## src/rtl/rv64g_l1_mem_arbiter.sv

```systemverilog
`default_nettype none
// ============================================================================
// Module : rv64g_l1_mem_arbiter
// Two-port round-robin arbiter onto one L1 backing-memory port, with burst
// lock and in-order read-response routing.  Rev 1.0
// ============================================================================
module rv64g_l1_mem_arbiter #(
    parameter int ADDR_W          = 64,
    parameter int DATA_W          = 64,
    parameter int MAX_OUTSTANDING = 4
) (
    input  logic                  clk_i,
    input  logic                  rst_ni,

    input  logic                  m0_req_i,
    input  logic                  m0_we_i,
    input  logic [DATA_W/8-1:0]   m0_be_i,
    input  logic [ADDR_W-1:0]     m0_addr_i,
    input  logic [DATA_W-1:0]     m0_wdata_i,
    input  logic                  m0_lock_i,
    output logic                  m0_gnt_o,
    output logic                  m0_rvalid_o,
    output logic [DATA_W-1:0]     m0_rdata_o,

    input  logic                  m1_req_i,
    input  logic                  m1_we_i,
    input  logic [DATA_W/8-1:0]   m1_be_i,
    input  logic [ADDR_W-1:0]     m1_addr_i,
    input  logic [DATA_W-1:0]     m1_wdata_i,
    input  logic                  m1_lock_i,
    output logic                  m1_gnt_o,
    output logic                  m1_rvalid_o,
    output logic [DATA_W-1:0]     m1_rdata_o,

    output logic                  mem_req_o,
    output logic                  mem_we_o,
    output logic [DATA_W/8-1:0]   mem_be_o,
    output logic [ADDR_W-1:0]     mem_addr_o,
    output logic [DATA_W-1:0]     mem_wdata_o,
    input  logic                  mem_gnt_i,
    input  logic                  mem_rvalid_i,
    input  logic [DATA_W-1:0]     mem_rdata_i,

    output logic                  busy_o,
    output logic                  err_o
);

    localparam int PTR_W = (MAX_OUTSTANDING > 1) ? $clog2(MAX_OUTSTANDING) : 1;
    localparam int CNT_W = PTR_W + 1;
    localparam logic [CNT_W-1:0] FULL_CNT = CNT_W'(MAX_OUTSTANDING);

    logic                       rr_q;
    logic                       lock_q;
    logic                       lock_owner_q;
    logic                       err_q;
    logic [PTR_W-1:0]           wr_ptr_q;
    logic [PTR_W-1:0]           rd_ptr_q;
    logic [CNT_W-1:0]           count_q;
    logic [MAX_OUTSTANDING-1:0] id_fifo_q;

    logic fifo_full;
    logic fifo_empty;
    logic elig0;
    logic elig1;
    logic owner;
    logic owner_elig;
    logic owner_lock;
    logic handshake;
    logic push;
    logic pop;

    assign fifo_full  = (count_q == FULL_CNT);
    assign fifo_empty = (count_q == '0);

    // A full ID FIFO blocks reads only; there is no same-cycle pop bypass.
    assign elig0 = m0_req_i && (m0_we_i || !fifo_full);
    assign elig1 = m1_req_i && (m1_we_i || !fifo_full);

    always_comb begin
        owner = 1'b0;
        if (lock_q) begin
            owner = lock_owner_q;
        end else if (elig0 && elig1) begin
            owner = rr_q;
        end else begin
            owner = elig1;
        end
    end

    assign owner_elig = owner ? elig1 : elig0;
    assign owner_lock = owner ? m1_lock_i : m0_lock_i;

    assign mem_req_o   = owner_elig;
    assign mem_we_o    = owner ? m1_we_i    : m0_we_i;
    assign mem_be_o    = owner ? m1_be_i    : m0_be_i;
    assign mem_addr_o  = owner ? m1_addr_i  : m0_addr_i;
    assign mem_wdata_o = owner ? m1_wdata_i : m0_wdata_i;

    assign handshake = owner_elig && mem_gnt_i;
    assign m0_gnt_o  = handshake && !owner;
    assign m1_gnt_o  = handshake && owner;

    assign push = handshake && !mem_we_o;
    assign pop  = mem_rvalid_i && !fifo_empty;

    assign m0_rvalid_o = pop && !id_fifo_q[rd_ptr_q];
    assign m1_rvalid_o = pop && id_fifo_q[rd_ptr_q];
    assign m0_rdata_o  = mem_rdata_i;
    assign m1_rdata_o  = mem_rdata_i;

    assign busy_o = !fifo_empty || lock_q;
    assign err_o  = err_q;

    always_ff @(posedge clk_i or negedge rst_ni) begin
        if (!rst_ni) begin
            rr_q         <= 1'b0;
            lock_q       <= 1'b0;
            lock_owner_q <= 1'b0;
            err_q        <= 1'b0;
            wr_ptr_q     <= '0;
            rd_ptr_q     <= '0;
            count_q      <= '0;
            id_fifo_q    <= '0;
        end else begin
            // Lock is only ever sampled on an accepted beat.
            if (handshake) begin
                rr_q         <= ~owner;
                lock_q       <= owner_lock;
                lock_owner_q <= owner;
            end
            if (push) begin
                id_fifo_q[wr_ptr_q] <= owner;
                wr_ptr_q            <= wr_ptr_q + PTR_W'(1);
            end
            if (pop) begin
                rd_ptr_q <= rd_ptr_q + PTR_W'(1);
            end
            if (push && !pop) begin
                count_q <= count_q + CNT_W'(1);
            end else if (pop && !push) begin
                count_q <= count_q - CNT_W'(1);
            end
            if (mem_rvalid_i && fifo_empty) begin
                err_q <= 1'b1;
            end
        end
    end

endmodule
`default_nettype wire

```

## config.mk

```make
export PLATFORM = sky130hd
export DESIGN_NAME = rv64g_l1_mem_arbiter
export DESIGN_NICKNAME = d
export VERILOG_FILES = /design/src/rtl/rv64g_l1_mem_arbiter.sv
export SDC_FILE = /design/constraint.sdc
export NUM_CORES = 1
export LEC_CHECK = 0
export BUFFER_PORTS_ARGS = -buffer_cell sky130_fd_sc_hd__buf_4
export CORE_AREA = 8 8 237 239
export CTS_CLUSTER_DIAMETER = 80
export DETAILED_ROUTE_END_ITERATION = 6
export DIE_AREA = 0 0 245 247
export SYNTH_ARGS = -nofsm -noshare
export SYNTH_HDL_FRONTEND = slang
export SYNTH_SLANG_ARGS = --single-unit
export TNS_END_PERCENT = 30
```

## constraint.sdc

```tcl
create_clock -name clk_i -period 3.2 [get_ports clk_i]
set_clock_uncertainty 0.15 [all_clocks]
set_input_delay 0.16 -clock clk_i [delete_from_list [all_inputs] [get_ports clk_i]]
set_output_delay 0.16 -clock clk_i [all_outputs]
set_load 0.02 [all_outputs]
```

==> summary.txt <==
Power and ir drop
  • Overall Power: roughly 5.8 mW
  • Pwr/cell area: approximately 860 mW/mm²
  • Pleak: 3.09 nW
  • Max rail drop VDD: approximately 0.00035 V

Worst setup path
  • Worst path required time: 2.89 ns
  • Critical path class: register to output port
  • Worst Setup Start Kind: register
  • Data arrival, critical path: 2.69 ns
  • Reg-to-Reg End: count_q[1]
  • Kind of end point of the critical path: output port
  • Critical-path maximum fanout: 40
  • Reg2reg path depth: 8
  • R2r setup slk: ~0.30 ns
  • Reg2Reg Launch Point: count_q[1]

Floorplan
  • Die width: about 250 µm
  • Die footprint: roughly 0.061 mm²
  • Initial core utilization: 6.71%
  • CORE AREA: 0.0522 mm²
  • Die Y: around 250 µm
  • Ports: between 600 and 700
  • Rows: 84

Cells and area
  • Area growth from synthesis to layout: 92.1%
  • Final #Nets: ~1,000
  • Fin cells: 1,353
  • Fin area: approximately 0.0067 mm²
  • N_diodes: 0
  • Share of layout cells above drive strength 1: 88.1%

Worst hold path
  • Hold depth: 3
  • Hold Path Class: input pin to register
  • Min-Delay Endpoint: id_fifo_q[2]
  • Hold Path Origin: m0_we_i

Detailed routing
  • Final ANT Viol Nets: 0
  • Drt first pass iters: 4
  • Final WL: between 30 and 40 mm
  • Initial detailed-routing violation count: 132
  • Routed len/inst: ~23 µm
  • DRC: 0
  • Detailed-route via count: approximately 4,000
  • Vias per inst: around 2.9

Synthesis
  • Mapped Cells: 366
  • Yosys warning total: 0
  • Library cells used by synthesis: 32
  • Register bit total from synthesis: 15
  • Top cell type by total area after synthesis: mux2_2
  • Synth area leaders: mux2_2 45%, buf_4 29%, dfrtp_1 11%, ha_1 1.8%, buf_2 1.3%
  • Mean Syn Cell Area: ~9.6 µm²
  • Top cell type's share of synthesized area: roughly 45%
  • Synth Net Count: about 720
  • Share of the yosys chip area belonging to registers: between 10% and 20%
  • Synthesized cell area: 0.00351 mm²

Clock tree
  • CTS tree: done
  • CTS H-tree depth: 1
  • Clk Latency, worst-skew pair: between 0.2 and 0.25 ns
  • Clk sinks: 15
  • Clk slew on worst S/H paths: ~0.050 ns
  • Cts bufs inserted: 3
  • Root Buffer: clkbuf_16
  • Postcts setup bufs: 0
  • Maximum clock path buffer count: 2
  • Post-CTS Resized: 0

Timing
  • Worst slew margin: 72.0%
  • Number of setup violations in the final report: 0
  • Fmax: 334 MHz
  • Fin. Hold Viols: 0
  • Slew @ Worst Pin: about 0.41 ns
  • Final Cycle Share: 93.6%
  • Fin Setup TNS: 0 ns
  • Max Slew Vio Count: 0
  • RSZ-0062 raised after global routing: no
  • Fin crit period: between 2 and 3 ns

Placement
  • DP Area: between 0.006 and 0.007 mm²
  • Detail Placement HPWL: around 29 mm
  • Gpl congestion: 0.835
  • Port bufs: 425
  • Placed cell count: roughly 1,300

Global routing
  • GRT overflow: 0
  • Pin count of the biggest net entering global routing: a little over 40
  • Vias in the first global route: 4,573
  • Antenna violations before repair: 4
  • Gr usage total: 9.35%
  • First-pass GRT wire length: ~40 mm

Job
  • Max-cap violations: 0

Run status
  • Status: complete, no violations
-- power by group --
part / switching (mW) / internal, mW / total, mW
clock: 0.0736 / 0.169 / 0.242
sequential: 0.0953 / 0.273 / 0.368
combinational: 2.84 / 2.31 / 5.15
-- per-layer routing --
layer | track usage [%] | wire length (µm) | up-vias
li1 | - | - | 1747
met1 | 12.4 | 13600 | 1832
met2 | 14.8 | 14000 | 345
met3 | 3.86 | 2910 | 32
met4 | 0.438 | 141 | 4
met5 | 0 | 23 | -
-- state kept, by name, summed over array words and instances (netlist names) --
name	flops
rr_q	1
wr_ptr_q	2
err_o	1
rd_ptr_q	2
id_fifo_q	4
lock_owner_q	1
count_q	3
lock_q	1
-- worst max-delay path by stage --
| stage | start | to | slack [ns] | cells past startpoint |
|---|---|---|---|---|
| final | count_q[1] | mem_addr_o[43] | 0.20 | 6 |
| after global routing | count_q[1] | mem_addr_o[43] | 0.08 | 6 |
| after CTS | count_q[1] | mem_addr_o[43] | 0.15 | 6 |
| after detailed placement | count_q[1] | count_q[1] | 0.30 | 8 |
| after global placement | count_q[1] | count_q[1] | 0.39 | 8 |
| after floorplan | count_q[1] | count_q[1] | 0.34 | 8 |
-- synthesized netlist by cell type, drive strengths merged --
| master | count |
|---|---|
| o31ai | 1 |
| nor3b | 1 |
| a32oi | 1 |
| nand2 | 7 |
| a31oi | 4 |
| nand2b | 1 |
| a21o | 1 |
| a21oi | 5 |
| o41ai | 3 |
| ha | 5 |
| xor2 | 3 |
| nor3 | 1 |
| and2 | 2 |
| buf | 144 |
| a41oi | 1 |
| or4b | 2 |
| mux2i | 1 |
| nor2b | 4 |
| nor2 | 7 |
| and3 | 2 |
| a221oi | 1 |
| mux2 | 139 |
| nand3b | 2 |
| a22oi | 1 |
| dfrtp | 15 |
| a31o | 1 |
| inv | 6 |
| xnor2 | 3 |
| mux4 | 1 |
| fa | 1 |
-- cell type report --
class	instances	area [µm²]
Timing Repair Buffer	439	3340
Sequential cell	15	375
Clock buffer	4	78.8
Fill cell	5970	45500
Tap cell	688	861
Inverter	6	22.5
Multi-Input combinational cell	201	2060
-- cells in the final DEF, fill, tap and decap left out, types with 2 or more instances in the layout --
cell type	instances
a21oi_1	5
a31oi_1	4
and2_1	2
buf_12	3
buf_4	434
clkbuf_16	3
dfrtp_1	15
dlygate4sd3_1	2
ha_1	5
inv_1	6
mux2_2	139
nand2_1	7
nand3b_1	2
nor2_1	7
nor2b_1	4
o41ai_1	3
or4b_4	2
xnor2_1	3
xor2_1	3
-- cells by family (layout without fill, tap and decap cells) --
group | after synthesis | after routing | synth area share (%)
buffers and inverters | 150 | 449 | 30.8
multiplexers | 141 | 141 | 45.6
AND/OR/NAND/NOR | 29 | 29 | 4.82
AO/OA/AOI/OAI | 19 | 19 | 4.21
flip-flops | 15 | 15 | 10.7
adder cells (fa/ha/maj) | 6 | 6 | 2.36
XOR/XNOR | 6 | 6 | 1.50
-- stage by stage --
step	utilization, %	setup slack [ns]	hold slack [ns]
after floorplan	-	0.338	-0.286
after global placement	12.7	0.388	-0.128
after detailed placement	12.7	0.301	-0.123
after CTS	12.9	0.151	0.139
after global routing	12.9	0.0798	0.144
final	12.9	0.204	0.144
-- critical path: stages (launching register included) --
cell and delay [ns]:
dfrtp_1 0.43, or4b_4 0.60, a32oi_4 0.27, buf_12 0.23, buf_12 0.26, mux2_2 0.40, buf_4 0.18
-- repair_timing --
| item | in CTS | in global routing |
|---|---|---|
| hold buffers | 2 | 0 |
| endpoints found under the setup margin | 0 | 0 |
| hold endpoints to repair | 16 | 0 |
Power figures use the tool's default switching activity.
